File: src/rtl/uart_tx_fifo.sv
// Byte FIFO between the UART transmitter stage and the downstream serializer.
// Single clock (baud_clk), synchronous active-high reset, registered read data.
// Optional sticky overflow/underflow flags with clr_err are compiled in when
// UART_TX_FIFO_ERR_EN is defined; without it the FIFO behaves identically.
module uart_tx_fifo #(
  parameter int unsigned DEPTH    = 16,
  parameter int unsigned ADDR_W   = 4,
  parameter int unsigned AF_LEVEL = 14
) (
  input  logic              baud_clk,
  input  logic              rst,
  input  logic              wr_en,
  input  logic [7:0]        wr_data,
  input  logic              rd_en,
  output logic [7:0]        rd_data,
  output logic              full,
  output logic              empty,
  output logic              almost_full,
  output logic [ADDR_W:0]   count
`ifdef UART_TX_FIFO_ERR_EN
  ,
  input  logic              clr_err,
  output logic              overflow,
  output logic              underflow
`endif
);

  localparam logic [ADDR_W:0] DepthCnt = (ADDR_W + 1)'(DEPTH);
  localparam logic [ADDR_W:0] AfCnt    = (ADDR_W + 1)'(AF_LEVEL);

  logic [7:0]        mem_q [DEPTH];
  logic [ADDR_W-1:0] wr_ptr_q, wr_ptr_d;
  logic [ADDR_W-1:0] rd_ptr_q, rd_ptr_d;
  logic [ADDR_W:0]   count_q, count_d;
  logic [7:0]        rd_data_q, rd_data_d;
  logic              wr_acc, rd_acc;

  // Status flags depend on occupancy alone.
  always_comb begin
    full        = (count_q == DepthCnt);
    empty       = (count_q == '0);
    almost_full = (count_q >= AfCnt);
    count       = count_q;
    rd_data     = rd_data_q;
  end

  // Accept decisions and next-state for pointers, occupancy and read data.
  always_comb begin
    wr_acc    = wr_en && !full;
    rd_acc    = rd_en && !empty;
    wr_ptr_d  = wr_ptr_q;
    rd_ptr_d  = rd_ptr_q;
    count_d   = count_q;
    rd_data_d = rd_data_q;
    // Pointers wrap naturally since DEPTH == 2**ADDR_W.
    if (wr_acc) wr_ptr_d = wr_ptr_q + 1'b1;
    if (rd_acc) begin
      rd_ptr_d  = rd_ptr_q + 1'b1;
      rd_data_d = mem_q[rd_ptr_q];
    end
    unique case ({wr_acc, rd_acc})
      2'b10:   count_d = count_q + 1'b1;
      2'b01:   count_d = count_q - 1'b1;
      default: count_d = count_q;
    endcase
  end

  // Control state register; reset discards contents by clearing pointers.
  always_ff @(posedge baud_clk) begin
    if (rst) begin
      wr_ptr_q  <= '0;
      rd_ptr_q  <= '0;
      count_q   <= '0;
      rd_data_q <= 8'h00;
    end else begin
      wr_ptr_q  <= wr_ptr_d;
      rd_ptr_q  <= rd_ptr_d;
      count_q   <= count_d;
      rd_data_q <= rd_data_d;
    end
  end

  // Storage array; left uncleared on reset.
  always_ff @(posedge baud_clk) begin
    if (!rst && wr_acc) begin
      mem_q[wr_ptr_q] <= wr_data;
    end
  end

`ifdef UART_TX_FIFO_ERR_EN
  logic overflow_q, underflow_q;

  // Sticky error flags; a new error event beats a simultaneous clear.
  always_ff @(posedge baud_clk) begin
    if (rst) begin
      overflow_q  <= 1'b0;
      underflow_q <= 1'b0;
    end else begin
      if (wr_en && full) begin
        overflow_q <= 1'b1;
      end else if (clr_err) begin
        overflow_q <= 1'b0;
      end
      if (rd_en && empty) begin
        underflow_q <= 1'b1;
      end else if (clr_err) begin
        underflow_q <= 1'b0;
      end
    end
  end

  // Expose the flag registers.
  always_comb begin
    overflow  = overflow_q;
    underflow = underflow_q;
  end
`endif

endmodule

File: config.mk
export PLATFORM = sky130hd
export DESIGN_NAME = uart_tx_fifo
export DESIGN_NICKNAME = d
export VERILOG_FILES = /design/src/rtl/uart_tx_fifo.sv
export SDC_FILE = /design/constraint.sdc
export NUM_CORES = 1
export LEC_CHECK = 0
export BUFFER_PORTS_ARGS = -buffer_cell sky130_fd_sc_hd__buf_2
export CAP_MARGIN = 40
export CELL_PAD_IN_SITES_DETAIL_PLACEMENT = 1
export CELL_PAD_IN_SITES_GLOBAL_PLACEMENT = 1
export CORE_MARGIN = 5
export CORE_UTILIZATION = 40
export DETAILED_ROUTE_END_ITERATION = 6
export GPL_TIMING_DRIVEN = 0
export PLACE_DENSITY = 0.59
export REMOVE_ABC_BUFFERS = 1
export SKIP_LAST_GASP = 1
export SYNTH_ARGS = -nofsm -noshare
export SYNTH_HDL_FRONTEND = slang
export SYNTH_SLANG_ARGS = --single-unit
File: constraint.sdc
create_clock -name baud_clk -period 4.27 [get_ports baud_clk]
set_input_delay 0.427 -clock baud_clk [delete_from_list [all_inputs] [get_ports baud_clk]]
set_output_delay 0.427 -clock baud_clk [all_outputs]
set_load 0.02 [all_outputs]
### Word-level counts from Yosys, hierarchy flattened

Memories as Yosys holds them, arrays and structs flattened. A register that Yosys moved wholly into a read port is not among the register bits.
Cells that the tools add are included.

| cells by class | value |
|---|---|
| add/sub/neg operators | 4 |
| order comparisons | 1 |
| equality and inequality tests | 3 |
| mux-type cells | 3 |
| reduce and logical (&&, ||, !) cells | 8 |

Operators by type and width:

| kind | count |
|---|---|
| 5-bit case mux with 2 select lines | 1 |
| 4-bit by 1-bit adder with 4-bit output, second input constant | 2 |
| 5-bit by 1-bit adder with 5-bit output, second input constant | 1 |
| 5-bit == test, second input constant | 1 |
| 5-bit by 4-bit >= comparator with 1-bit output, second input constant | 1 |
| 5-bit zero test | 1 |
| 5-bit by 1-bit subtractor with 5-bit output, second input constant | 1 |
| 1-bit logical AND | 3 |
| 1-bit zero test | 3 |
| 2-bit by 1-bit == test with 1-bit output, second input constant | 1 |
| 2-bit == test, second input constant | 1 |
| 1-bit 2-to-1 mux | 2 |
| 2-bit nonzero test | 1 |

| storage, ports and cells | value |
|---|---|
| flip-flop bits (word level) | 13 |
| memory bits (writable) | 128 |
| output and inout bits | 16 |
| memories kept | 1 |

Memories:

| name | depth | bits a word | read ports | clocked after Yosys merged registers in | wr ports | RTL line | source |
|---|---|---|---|---|---|---|---|
| mem_q | 16 | 8 | 1 | 1 | 1 | 31 | `logic [7:0] mem_q [DEPTH];` |

### Longest topological paths before layout

Gate-level depths: netlist (run 1).

| logic depth | value |
|---|---|
| word-level depth | 6 |
| gate-level depth with buffers | 9 |

### Least setup slack after synthesis (run 1)

OpenSTA, ideal clock, no wires.

| timing | value |
|---|---|
| kind | flip-flop to flip-flop |
| from | register count_q[0] (netlist: count[0]) |
| to | register count_q[4] (netlist: count[4]) |
| arrival | 2.706 ns |
| path slack | 1.441 ns |
| cell stages (with the launch flop) | 10 |
| cell sequence | dfxtp_1 nor4_2 a21boi_4 buf_2 ha_1 fa_1 a21o_1 a21oi_1 mux2i_1 mux2_1 |

| on the way | value |
|---|---|
| word-level cells in the longest chain between the ends | 5 |
| elaborated cells between the ends (all ways) | 12 |

RTL lines:

| what | RTL line | source |
|---|---|---|
| start: declaration | 34 | `logic [ADDR_W:0] count_q, count_d;` |
| start signal: assignment | 78 | `count_q <= count_d;` |
| 5-bit zero test (*) | 41 | `empty = (count_q == '0);` |
| 1-bit zero test (*) | 50 | `rd_acc = rd_en && !empty;` |
| 1-bit logical AND (*) | 50 |  |
| net rd_acc | 36 | `logic wr_acc, rd_acc;` |
| 2-bit by 1-bit == test with 1-bit output / 2-bit == test (equally long branches) | 61 | `unique case ({wr_acc, rd_acc})` |
| 5-bit case mux with 2 select lines / 2-bit nonzero test (equally long branches) | - |  |

The timed path passes the listed nets; every way through them passes the cells marked *.
A chain may end at the register's enable or synchronous reset.

### Final worst setup path (run 1)

| timing | value |
|---|---|
| from | register count_q[1] (netlist: count[1]) |
| to | register count_q[4] (netlist: count[4]) |

| on the way | value |
|---|---|
| word-level cells in the longest chain between the ends | 5 |
| elaborated cells between the ends (all ways) | 12 |

RTL lines:

| what | RTL line |
|---|---|
| 5-bit == test / 5-bit zero test (equally long branches) | 40, 41 |
| 1-bit zero test, on equally long branches | 49, 50 |
| 1-bit logical AND, on equally long branches | 49, 50 |
| 2-bit by 1-bit == test with 1-bit output / 2-bit == test (equally long branches) | 61 |
| 5-bit case mux with 2 select lines / 2-bit nonzero test (equally long branches) | - |

Several ways; a longest one is shown, not always the timed one.

==> results of run 1 <==
==> worst min-delay path by stage <==
stage / to / cells past startpoint / from / slack [ns]
after floorplan: rd_data[0]$_SDFFE_PP0P_ / 1 / rst / 0.50
after global placement: rd_data[5]$_SDFFE_PP0P_ / 2 / rd_data[5]$_SDFFE_PP0P_ / 0.49
after detailed placement: rd_data[1]$_SDFFE_PP0P_ / 2 / rd_data[1]$_SDFFE_PP0P_ / 0.51
after CTS: rd_ptr_q[3]$_SDFFE_PP0P_ / 4 / rd_en / 0.36
after global routing: rd_ptr_q[2]$_SDFFE_PP0P_ / 4 / rd_en / 0.38
final: rd_ptr_q[3]$_SDFFE_PP0P_ / 4 / rd_en / 0.37
==> cell families (layout without fill, tap and decap cells) <==
| group | count (synthesis) | in the layout |
|---|---|---|
| xor+xnor | 9 | 9 |
| fa+ha+maj | 10 | 10 |
| mux | 53 | 53 |
| compound gates | 44 | 44 |
| simple gates | 71 | 71 |
| flops | 149 | 149 |
| buf+inv | 22 | 66 |
==> layer usage <==
metal	wire, um	global-route usage, %
met1	6241	21.80
met2	6419	25.04
met3	401	3.740
met4	217	5.769
met5	0	0
==> layout by cell type (no fill, tap or decap), types with 3 or more instances in the layout <==
cell type and n:
mux2i_1 36, a311oi_1 8, clkinv_2 3, o211ai_2 3, nor2b_1 3, o22ai_1 16
clkinvlp_4 4, nand3b_1 3, xnor2_1 3, bufinv_16 3, clkbuf_16 17, inv_1 3
a21oi_1 3, edfxtp_1 128, nor2_1 50, buf_2 27, a22oi_1 8, xor2_1 6
mux4_2 16, ha_1 9, nand2_1 5, dfxtp_1 19
==> area by class of cell <==
class	instances	area, sq um	area share [%]
clock buffer	18	429.2	6.222
clock inverter	14	160.2	2.322
inverter	4	15.01	0.2177
multi-input combinational	187	1617	23.44
sequential	149	4269	61.89
tap	184	230.2	3.338
timing repair buffer	30	177.7	2.576
==> worst max-delay path, delay by kind of cell (launching register included) <==
kind	cells	cell delay (ns)
compound gates	3	0.89
fa+ha+maj	2	0.74
buf+inv	1	0.11
flops	1	0.47
mux	2	0.57
simple gates	1	0.13
==> power breakdown <==
group	leakage (nW)	switching, mW	internal, mW	total (mW)
Combinational	0.657	0.498	0.326	0.825
Clock	0.277	0.581	0.913	1.49
Sequential	1.33	0.130	1.67	1.80
Total	2.26	1.21	2.91	4.12
==> metrics by stage <==
| stage | utilization, % | hold slack (ns) | instance area [sq um] |
|---|---|---|---|
| finish | 47.28 | 0.3705 | 6898 |
| CTS | 47.28 | 0.3556 | 6898 |
| global placement | 42.92 | 0.4923 | 6261 |
| global route | 47.28 | 0.3841 | 6898 |
| floorplan | - | 0.4991 | 5896 |
| detailed placement | 43.24 | 0.5115 | 6309 |
==> flip-flops by register name, summed over array words and instances (netlist names) <==
register  cells
count         5
mem_q       128
rd_data       8
rd_ptr_q      4
wr_ptr_q      4
==> impl_metrics.yaml, run 1 <==
critical_path:
  critPathCapture: "count[4]$_SDFFE_PP0P_"
  r2r-start: "count[1]$_SDFFE_PP0P_"
  cp-start-kind: "flip-flop"
  critPathMaxFanout: 7
  path_cells: "nor4_2 > a21boi_1 > inv_1 > ha_1 > fa_1 > a21o_1 > a21oi_1 > mux2i_1 > mux2_1"
  cp_slowest_cell: "a21boi_1"
  reg2reg_to: "count[4]$_SDFFE_PP0P_"
  crit_type: "reg2reg"
  crit_start: "count[1]$_SDFFE_PP0P_"
  rrSetupSlack_ns: 1.26
  arrival_ns: 3.32
  slowest_delay_ns: 0.50
  end_kind: "flip-flop"
  r2r_cells: 9
  critPathRequiredTime_ns: 4.57
clock_network:
  cts_hold_buf: 0
  insertion_delay_ns: 0.42
  cts_resized: 0
  cts_tree: "done"
  ctsRootBufferMaster: "clkbuf_16"
  cts_max_level: 4
  post_cts_buffers: 0
  cts_made_buffers: 17
  cts_buffer_depth: 2
  clk_pin_slew_ns: 0.06
  cts_sinks: 149
layout:
  drive_gt1_share_pct: 20.90
  syn2layout_area_growth_pct: 15.26
  n_antenna_cell: 0
  finalNetCount: 411
  fillers: 1394
  instances_no_fill: 586
placement:
  place.gp.congestion: 0.7478
  portBuffers: 27
  place_ws_ns: 1.256
  numPlacedInstances: 554
  hpwlAfterDp_mm: 8.562
route:
  drt-total-wl_mm: 13.28
  drc: 0
  drt_pass1_iterations: 4
  wire_per_inst_um: 22.66
  ant_nets: 0
  first_iter_violations: 214
  num_vias: 3165
  vias_per_cell: 5.401
sta:
  fin_crit_sh_pct: 70.61
  grt_setup_unrepaired: "no"
  fin_setup_tns_ns: 0
  hold_viol_final: 0
  max_freq_mhz: 331.7
  setup_viol: 0
  slew_viol_final: 0
  tightest_slew_ns: 0.8444
  slew_headroom_pct: 43.50
  min_period_ns: 3.015
  worst_slack_ns: 1.255
  finClkSkew_ns: 0.005742
synthesis:
  synth_area_sq_mm: 0.005984
  synthSimpleGateAreaFrac_pct: 5.352
  syn-instance-count: 358
  ys_ff_latch: 149
  synthMuxAreaShare_pct: 12.23
  synth_top_area_share_pct: 64.23
  synth_compound_area_share_pct: 5.896
  synth_top_family_by_area: "multiplexers"
  ys_warn_count: 0
  synth_seq_area_share_pct: 71.25
  synth_adder_area_share_pct: 2.216
  syn_area_per_cell_sq_um: 16.72
  synth_largest_area_cell: "edfxtp_1"
  synth_area_leaders: "edfxtp_1, dfxtp_1, mux2i_1"
  synthXorXnorAreaFrac_pct: 1.317
  synth_flop_cell: "edfxtp_1"
  async_reset_ff_share_pct: 0
  synth-edff-count: 128
  synth_commonest_cells: "edfxtp_1, nor2_1, mux2i_1"
  synth.most_common_cell: "edfxtp_1"
  synth.distinct_cells: 36
floorplanning:
  io_pins: 28
  die_area_sq_mm: 0.01751
  initial_core_util_pct: 41.02
  fp.dieH_um: 132.3
  dieWidth_um: 132.3
  row_count: 44
  core_area_sq_mm: 0.01459
global_routing:
  grt_pass1_vias: 3400
  grt_max_degree: 51
  grt_usage_pct: 15.95
  grt_first_pass_wirelength_mm: 20.53
  grt-ovfl-total: 0
  antenna_found_initial: 0
pwr:
  vdd_ir_drop_max_mv: 0.3109
  p_per_area_mw_per_mm2: 596.7
  power_mw: 4.116
  p_leak_nw: 2.261
job:
  maxCapViolCount: 0
status:
  status: "finished, final reports clean"
min_path:
  min_path_type: "in2reg"
No activity file was read; power rests on OpenSTA's default activity.
==> run 2, diff against run 1 <==
ABC_AREA = 1   (was default)
PLACE_DENSITY = 0.63   (was 0.59)
clock period = 2.82 ns   (was 4.27 ns; I/O delays follow)
==> run 2 against run 1 <==
Sequential share of layout area fell by 5.2 points. Sequential power grew 53%. Die area rose by 9.0%. Flip-flop and latch count is the same. Worst hold slack lost 0.16 ns. Power rose by 65%. Maximum frequency grew 17%. Global-route usage is 1.5 points higher. Synthesized cell count increased by 85%. Non-clock buffer count increased by 6. Cell count up 57%. Largest power group unchanged.
==> impl_metrics.yaml, run 2 <==
placement:
  hpwlAfterDp_mm: 10.75
  numPlacedInstances: 886
  place.gp.congestion: 0.7386
  portBuffers: 27
critical_path:
  end_kind: "flip-flop"
  arrival_ns: 2.88
  cp-start-kind: "flip-flop"
  critPathMaxFanout: 20
  crit_type: "reg2reg"
  reg2reg_to: "count[4]$_SDFFE_PP0P_"
  critPathRequiredTime_ns: 3.12
  r2r_cells: 12
  rrSetupSlack_ns: 0.24
  r2r-start: "count[0]$_SDFFE_PP0P_"
  crit_start: "count[0]$_SDFFE_PP0P_"
sta:
  max_freq_mhz: 387.6
  grt_setup_unrepaired: "no"
  tightest_slew_ns: 0.8852
  fin_setup_tns_ns: 0
  slew_headroom_pct: 40.99
  hold_viol_final: 0
  min_period_ns: 2.580
  holdWs_ns: 0.2127
  slew_viol_final: 0
  fin_crit_sh_pct: 91.50
  finClkSkew_ns: 0.007448
  setup_viol: 0
synthesis:
  synthXorXnorAreaFrac_pct: 0.7998
  synth_compound_area_share_pct: 1.752
  synth_top_area_share_pct: 58.50
  synthMuxAreaShare_pct: 0
  synth_flop_cell: "edfxtp_1"
  ys_warn_count: 0
  synth_adder_area_share_pct: 2.019
  synth_seq_area_share_pct: 64.90
  synth_largest_area_cell: "edfxtp_1"
  synthSimpleGateAreaFrac_pct: 22.38
  syn-instance-count: 664
  synth_area_leaders: "edfxtp_1, nand2_1, nand3_1"
  synth.distinct_cells: 22
  synth_area_sq_mm: 0.006570
  synth-edff-count: 128
  synth.most_common_cell: "nand2_1"
  async_reset_ff_share_pct: 0
  synth_commonest_cells: "nand2_1, edfxtp_1, nand3_1"
  synth_top_family_by_area: "simple AND/OR/NAND/NOR gates"
  ys_ff_latch: 149
  syn_area_per_cell_sq_um: 9.895
route:
  num_vias: 4475
  first_iter_violations: 225
  vias_per_cell: 4.875
  ant_nets: 0
  drt-total-wl_mm: 16.51
  drc: 0
  drt_pass1_iterations: 4
  wire_per_inst_um: 17.99
clock_network:
  post_cts_buffers: 0
  cts_buffer_depth: 2
  cts_resized: 0
  cts_made_buffers: 17
  clk_pin_slew_ns: 0.06
  ctsRootBufferMaster: "clkbuf_16"
  cts_tree: "done"
  cts_hold_buf: 0
  cts_sinks: 149
  cts_max_level: 4
  insertion_delay_ns: 0.43
status:
  status: "finished, final reports clean"
layout:
  largest_reg_flops: 128
  instances_no_fill: 918
  n_antenna_cell: 0
  syn2layout_area_growth_pct: 14.51
  layout_common_cells: "nand2_1, edfxtp_1, nand3_1"
  post-route-util_pct: 47.02
  final_common_cell: "nand2_1"
  largest-register: "mem_q"
  finalNetCount: 711
  drive_gt1_share_pct: 16.38
pwr:
  p_leak_nw: 3.184
  combPwrFrac_pct: 24.6
  p_clk_share_pct: 34.7
  p_per_area_mw_per_mm2: 901.0
  switching_power_mw: 2.246
  netSwitchingFraction_pct: 33.14
  p_seq_share_pct: 40.6
  vdd_ir_drop_max_mv: 0.4120
  p_int_mw: 4.532
  power_mw: 6.778
floorplanning:
  initial_core_util_pct: 41.06
  core_area_sq_mm: 0.01600
  die_area_sq_mm: 0.01909
  fp.dieH_um: 138.2
  dieWidth_um: 138.2
  row_count: 46
  io_pins: 28
min_path:
  holdPathStages: 3
  hold_end: "rd_ptr_q[0]$_SDFFE_PP0P_"
  hold_path.startpoint: "rd_en"
  min_path_type: "in2reg"
global_routing:
  grt_max_degree: 40
  grt_first_pass_wirelength_mm: 25.61
  grt_pass1_vias: 4677
  antenna_found_initial: 0
  grt-ovfl-total: 0
  grt_usage_pct: 17.45
job:
  maxCapViolCount: 0
==> run 2: changes by cell type after synthesis, moves of 10 or more <==
cell     delta
mux2i_1    -36
o22ai_1    -16
nand3_1    +94
inv_1      +47
nand2_1   +210
mux4_2     -16
inv_2      +42
nor2_1     -13
a21oi_1    +10
==> run 2: critical path, cell delays in order, from the launching register on <==
cell and delay, ns:
dfxtp_1 0.47, nor2_1 0.11, nand4_1 0.12, nand2_2 0.13, inv_2 0.34, ha_1 0.39
ha_1 0.34, a21oi_1 0.18, nor2_1 0.08, o21bai_1 0.12, nand2_1 0.06, nand2_1 0.06
a21oi_1 0.05
==> run 2: layout make-up <==
type	count	area [sq um]
multi-input combinational	392	1770
sequential	149	4267
inverter	93	349.1
clock buffer	17	425.4
clock inverter	15	186.4
tap	216	270.3
timing repair buffer	36	255.2
fill	1824	8477
==> run 2: metrics by stage <==
stage	cell area, sq um	worst slack [ns]
6_report	7523	0.2397
5_1_grt	7523	0.03615
4_1_cts	7523	0.2188
3_5_place_dp	6912	0.2555
3_3_place_gp	6789	-1.707
2_1_floorplan	6384	0.1017
==> run 2: worst max path at each step <==
stage | cells past startpoint | endpoint | slack [ns]
after floorplan | 9 | rd_data[0]$_SDFFE_PP0P_ | 0.10
after global placement | 9 | rd_data[6]$_SDFFE_PP0P_ | -1.71
after detailed placement | 12 | count[4]$_SDFFE_PP0P_ | 0.26
after CTS | 12 | count[4]$_SDFFE_PP0P_ | 0.22
after global routing | 11 | count[3]$_SDFFE_PP0P_ | 0.04
final | 12 | count[4]$_SDFFE_PP0P_ | 0.24
==> run 2: power by group through the flow <==
stage / clock (mW) / sequential (mW) / combinational, mW
2_1_floorplan: 0 / 2.84 / 1.00
3_5_place_dp: 0 / 2.80 / 1.68
4_1_cts: 2.39 / 2.75 / 1.70
6_report: 2.36 / 2.75 / 1.67
3_3_place_gp: 0 / 2.84 / 1.55
5_1_grt: 2.48 / 2.78 / 1.87
==> run 2: cells by family after synthesis <==
| logic type | Yosys count |
|---|---|
| simple gates | 354 |
| flops | 149 |
| buf+inv | 123 |
| compound gates | 22 |
| fa+ha+maj | 10 |
| xor+xnor | 6 |
==> run 2: routing by layer <==
layer  wire length [um]  up-vias  track usage, %
li1                   -     2205               -
met1               7590     2184           22.47
met2               8049       60           29.45
met3                522       26           3.276
met4                349        0           6.500
met5                  0        -               0
